[src/rtl/shift_sequencer.sv]
// Multi-cycle left shifter: {spill,dout} moves left by 2 or 1 positions per clock
// until the captured shift count is exhausted, then pulses done for one cycle.
module shift_sequencer #(
    parameter int WIDTH = 8,
    parameter int AMT_W = 4
) (
    input  logic             clk,
    input  logic             rst_n,
    input  logic             start,
    input  logic             abort,
    input  logic [WIDTH-1:0] din,
    input  logic [AMT_W-1:0] amt,
    input  logic             fill,
    output logic [WIDTH-1:0] dout,
    output logic [WIDTH-1:0] spill,
    output logic             busy,
    output logic             done
);

    localparam logic [1:0] IDLE  = 2'd0;
    localparam logic [1:0] SHIFT = 2'd1;
    localparam logic [1:0] DONE  = 2'd2;

    localparam logic [AMT_W-1:0] STEP2 = AMT_W'(2);
    localparam logic [AMT_W-1:0] STEP1 = AMT_W'(1);

    logic [1:0]         state;
    logic [AMT_W-1:0]   cnt;
    logic [AMT_W-1:0]   cnt_nxt;
    logic               fill_q;
    logic [2*WIDTH-1:0] r_nxt;

    // Step size is chosen from cnt before the decrement, so cnt never wraps.
    always_comb begin
        r_nxt   = {spill, dout};
        cnt_nxt = cnt;
        if (cnt >= STEP2) begin
            r_nxt   = {spill[WIDTH-3:0], dout, fill_q, fill_q};
            cnt_nxt = cnt - STEP2;
        end else if (cnt == STEP1) begin
            r_nxt   = {spill[WIDTH-2:0], dout, fill_q};
            cnt_nxt = '0;
        end
    end

    always_ff @(posedge clk or negedge rst_n) begin
        if (!rst_n) begin
            state  <= IDLE;
            cnt    <= '0;
            fill_q <= 1'b0;
            dout   <= '0;
            spill  <= '0;
            busy   <= 1'b0;
            done   <= 1'b0;
        end else begin
            done <= 1'b0;
            case (state)
                IDLE: begin
                    if (start) begin
                        dout   <= din;
                        spill  <= '0;
                        cnt    <= amt;
                        fill_q <= fill;
                        busy   <= 1'b1;
                        state  <= (amt == '0) ? DONE : SHIFT;
                    end
                end
                SHIFT: begin
                    if (abort) begin
                        state <= IDLE;
                        busy  <= 1'b0;
                        cnt   <= '0;
                    end else begin
                        {spill, dout} <= r_nxt;
                        cnt           <= cnt_nxt;
                        if (cnt_nxt == '0)
                            state <= DONE;
                    end
                end
                DONE: begin
                    // Pulse lands as the FSM returns to IDLE, so a new start may follow at once.
                    done  <= ~abort;
                    busy  <= 1'b0;
                    state <= IDLE;
                end
                default: begin
                    state <= IDLE;
                    busy  <= 1'b0;
                end
            endcase
        end
    end

endmodule
[config.mk]
export PLATFORM = sky130hd
export DESIGN_NAME = shift_sequencer
export DESIGN_NICKNAME = d
export VERILOG_FILES = /design/src/rtl/shift_sequencer.sv
export SDC_FILE = /design/constraint.sdc
export NUM_CORES = 1
export LEC_CHECK = 0
export BUFFER_PORTS_ARGS = -buffer_cell sky130_fd_sc_hd__buf_2
export CAP_MARGIN = 20
export CORE_MARGIN = 5
export CORE_UTILIZATION = 51
export CTS_CLUSTER_DIAMETER = 50
export DETAILED_ROUTE_END_ITERATION = 7
export PLACE_DENSITY = 0.77
export SYNTH_ARGS = -nofsm -noshare
export SYNTH_HDL_FRONTEND = slang
export SYNTH_SLANG_ARGS = --single-unit
export TNS_END_PERCENT = 100
[constraint.sdc]
create_clock -name clk -period 4.65 [get_ports clk]
set_input_delay 0.6975 -clock clk [delete_from_list [all_inputs] [get_ports clk]]
set_output_delay 0.6975 -clock clk [all_outputs]
set_load 0.005 [all_outputs]
Word level (Yosys, flattened, before mapping)
Cells that the tools add are included.

Bits in registers: 25.

Bitwise logic cells: 1. Add/subtract/negate cells: 1. $lt $le $gt $ge: 1. Equal/unequal tests: 8. Reduce and logical (&&, ||, !) cells: 9. Mux-type cells: 22.

Operators with widths (count): 16-bit 2-to-1 mux (2); 8-bit 2-to-1 mux (4); 8-bit case mux with 2 select lines (2); 4-bit 2-to-1 mux (4); 4-bit logical NOT (2); 2-bit 2-to-1 mux (4); 4-bit case mux with 2 select lines (1); 2-bit AND reduction (4); 2-bit != test, second input constant (3); 3-bit != test, second input constant (2); 4-bit by 1-bit equality test with 1-bit output, second input constant (1); 4-bit by 2-bit >= comparator with 1-bit output, second input constant (1); 2-bit case mux with 2 select lines (1); 4-bit AND reduction (1); 4-bit by 2-bit subtractor with 4-bit output, second input constant (1); 1-bit 2-to-1 mux (3); 2-bit by 1-bit equality test with 1-bit output, second input constant (1); 2-bit equality test, second input constant (1); 2-bit logical NOT (1); 1-bit case mux with 2 select lines (1); 2-bit nonzero test (1); 1-bit NOT (1).

Longest topological paths before layout
Depth in word-level cells: 7. Gate-level depth with buffers: 6. Depth with buffers taken out: 6.

Worst setup path after synthesis
Ideal clock, no wire load.

Path kind: input to register. Start: input port start. End: register spill[2]. Required time: 4.555 ns. Arrival time: 1.505 ns. Setup slack: 3.049 ns. Buffers on the path: 1. Cell stages on the path: 4. Path through: nor3b_1 -> a21oi_4 -> buf_4 -> o31ai_1.

Word-level cells in the longest chain between the ends: 2.

RTL lines: from (decl) (line 9) `input logic start,`; 2-bit != test (no line); 4-bit AND reduction (no line); to (signal assigned) (line 74) `{spill, dout} <= r_nxt;`; to (decl) (line 15) `output logic [WIDTH-1:0] spill,`.

Every way passes these cells. A chain may end at the register's enable or synchronous reset.

Final worst setup path
Start: register cnt[1]. End: register dout[0].

Word-level cells in the longest chain between the ends: 4.

RTL lines: from (decl) (line 28) `logic [AMT_W-1:0] cnt;`; from (signal assigned) (line 62) `cnt <= amt;`; from (signal assigned) (line 75) `cnt <= cnt_nxt;`; 4-bit by 2-bit >= comparator with 1-bit output (line 37) `if (cnt >= STEP2) begin`; 16-bit 2-to-1 mux (line 37); 8-bit 2-to-1 mux (line 69) `if (abort) begin`; 8-bit case mux with 2 select lines (line 57) `case (state)`; to (signal assigned) (line 60) `dout <= din;`; to (signal assigned) (line 74); to (decl) (line 14) `output logic [WIDTH-1:0] dout,`.

Several ways; a longest one is shown, not always the timed one. The select of a mux whose other input is x is not followed.

==> impl_metrics.tcl <==
set metrics [dict create \
    drive_above_1_share_pct 25.00 \
    cts_tree "built" \
    globalRouteTotalUtil_pct 17.67 \
    drt_iter0_markers 77 \
    grt_max_degree 33 \
    holdBufCountCts 0 \
    grt-ovfl-total 0 \
    ios 35 \
    max_cap_viol_count 0 \
    place.detailed.hpwl_um 2165 \
    vias_per_cell 5.693 \
    clock_skew_ps 16.43 \
    cts_max_level 1 \
    rsz0062_at_grt "false" \
    via_count 1150 \
    dp_slack_ps 2689 \
    max_clock_freq_ghz 0.5116 \
    postSynthNetCount 161 \
    final_area_um2 1539 \
    r2r_start "cnt[1]$_DFFE_PN0P_" \
    grt_pass1_wl_um 4961 \
    tightest_slew_ps 1022 \
    endpoint_kind "flop" \
    worstPathArrival_ps 2150 \
    path_clk_slew_ps 140 \
    dieWidth_um 61.50 \
    period_share_pct 42.03 \
    root_buffer "clkbuf_4" \
    cp_max_fo 32 \
    finalPower_uw 972.3 \
    yosysUniqueCellTypes 31 \
    setup_viol 0 \
    min_path_type "input port to asynchronous set/reset pin" \
    setup-tns-final_ps 0 \
    worst_slack_ps 2696 \
    ir_drop_mv 0.3321 \
    grt_pass1_vias 1097 \
    n_antenna_cell 0 \
    placed_cells 198 \
    crit_path_start "cnt[1]$_DFFE_PN0P_" \
    cts_buffer_depth 2 \
    cts_buffers 3 \
    ys_ff_latch 25 \
    syn_avg_cell_area_um2 9.458 \
    antenna_left 0 \
    power_density_nw_per_um2 631.8 \
    antenna_found_initial 0 \
    portBuffers 34 \
    dpl_cell_area_um2 1511 \
    drt_pass1_iterations 4 \
    dieHeight_um 61.50 \
    criticalPathCategory "flop to flop" \
    wirelength_um 2919 \
    final_nets 191 \
    drv_slew 0 \
    p_leak_uw 0.0007302 \
    syn_to_final_growth_pct 13.78 \
    rows 18 \
    routabilityCongestion 0.7810 \
    start_util_pct 54.10 \
    drc 0 \
    post_cts_buffers 0 \
    critPathLaunchType "flop" \
    relSlewSlack_pct 31.50 \
    wl_per_cell_um 14.45 \
    ys_seq_area_share_pct 46.25 \
    clk_latency_ps 320 \
    yosysWarnings 0 \
    cts_resized 0 \
    fin_cells 202 \
    cts_sinks 25 \
    crit_required_ps 4840 \
    synthCells 143 \
    period_needed_ps 1954 \
    syn_area_um2 1353 \
    outcome "complete, no violations" \
    fp.dieArea_um2 3782 \
    finalHoldViolCount 0 \
    fp.coreArea_um2 2500 \
]
==> critical path: stages, from the launching register on <==
cell     delay [ps]
dfrtp_1         490
or4_4           550
a21oi_4         590
o21ai_0         210
==> synthesized netlist by cell type <==
library cell | number | share of area [%]
nor4_1 | 3 | 1.4
inv_1 | 2 | 0.56
nor2b_1 | 4 | 1.8
clkbuf_1 | 2 | 0.56
mux2_2 | 1 | 0.83
xor2_1 | 1 | 0.65
nor3b_1 | 3 | 1.7
or3_1 | 1 | 0.46
buf_4 | 3 | 1.7
a32o_1 | 1 | 0.74
dfrtp_1 | 25 | 46
mux2i_1 | 9 | 6.7
o311ai_0 | 1 | 0.65
a31oi_1 | 1 | 0.46
nand2b_1 | 3 | 1.4
o21bai_1 | 1 | 0.56
buf_2 | 3 | 1.1
a21oi_1 | 14 | 5.2
a21oi_4 | 1 | 1.2
nor3b_2 | 1 | 0.92
or4_4 | 1 | 0.83
o31ai_1 | 9 | 5.0
nor3_2 | 1 | 0.74
ha_1 | 1 | 0.92
buf_1 | 1 | 0.28
nand2_1 | 26 | 7.2
o21ai_1 | 2 | 0.74
o2bb2ai_1 | 7 | 4.5
o21ai_0 | 8 | 3.0
nor3_1 | 1 | 0.37
nor2_1 | 6 | 1.7
==> registers in the layout, summed over array words and instances, names as in the netlist <==
name / flops
dout: 8
spill: 8
cnt: 4
state: 2
busy: 1
done: 1
fill_q: 1
==> report_power, final <==
group          internal [µW]  leakage, µW  total (µW)  switching (µW)
registers                304     0.000318         404             100
clock network           32.2    0.0000177        95.8            63.6
logic                    202     0.000395         472             270
==> cell type report <==
type	instances	area [µm²]
clock inverter	1	5.005
timing repair buffer	34	170.2
multi-input combinational	107	670.6
sequential	25	625.6
inverter	2	7.507
clock buffer	3	22.52
tap	30	37.54
fill	230	960.9
==> final timing paths <==
check | cells after the start | slack (ps) | endpoint
setup / recovery | 3 | 2700 | dout[0]$_DFFE_PN0P_
hold / removal | 1 | 340 | spill[3]$_DFFE_PN0P_
setup reg to reg | 3 | 2700 | dout[0]$_DFFE_PN0P_
hold reg to reg | 2 | 520 | spill[7]$_DFFE_PN0P_
max in group asynchronous | 1 | 3940 | cnt[1]$_DFFE_PN0P_
min in group clk | 2 | 520 | spill[7]$_DFFE_PN0P_
==> logic make-up after synthesis <==
kind of cell	synth area share [%]
mux	7.493
xor+xnor	0.6477
fa+ha+maj	0.9249
compound gates	22.02
flops	46.25
buf+inv	4.163
simple gates	18.50
==> stage by stage <==
step | hold WS, ps | utilization, %
finish | 335.5 | 61.56
global route | 369.1 | 61.56
CTS | 348.0 | 61.56
detailed placement | 500.7 | 60.46
global placement | 472.9 | 60.46
floorplan | 401.9 | -
==> cells in the final DEF, fill, tap and decap left out, types with 4 or more instances in the layout <==
cell	synthesis	final
o31ai_1	9	9
dfrtp_1	25	25
mux2i_1	9	9
nand2_1	26	26
o21ai_0	8	8
a21oi_1	14	14
nor2_1	6	6
nor2b_1	4	4
o2bb2ai_1	7	7
buf_2	3	34
==> routing by layer <==
layer  vias up  wire length (µm)  track usage (%)
met5         -                 0                0
met4         0                74            7.273
met3         7               184            3.983
met2        32              1418            27.80
met1       537              1242            23.41
li1        574                 -                -
Power figures use the tool's default switching activity.
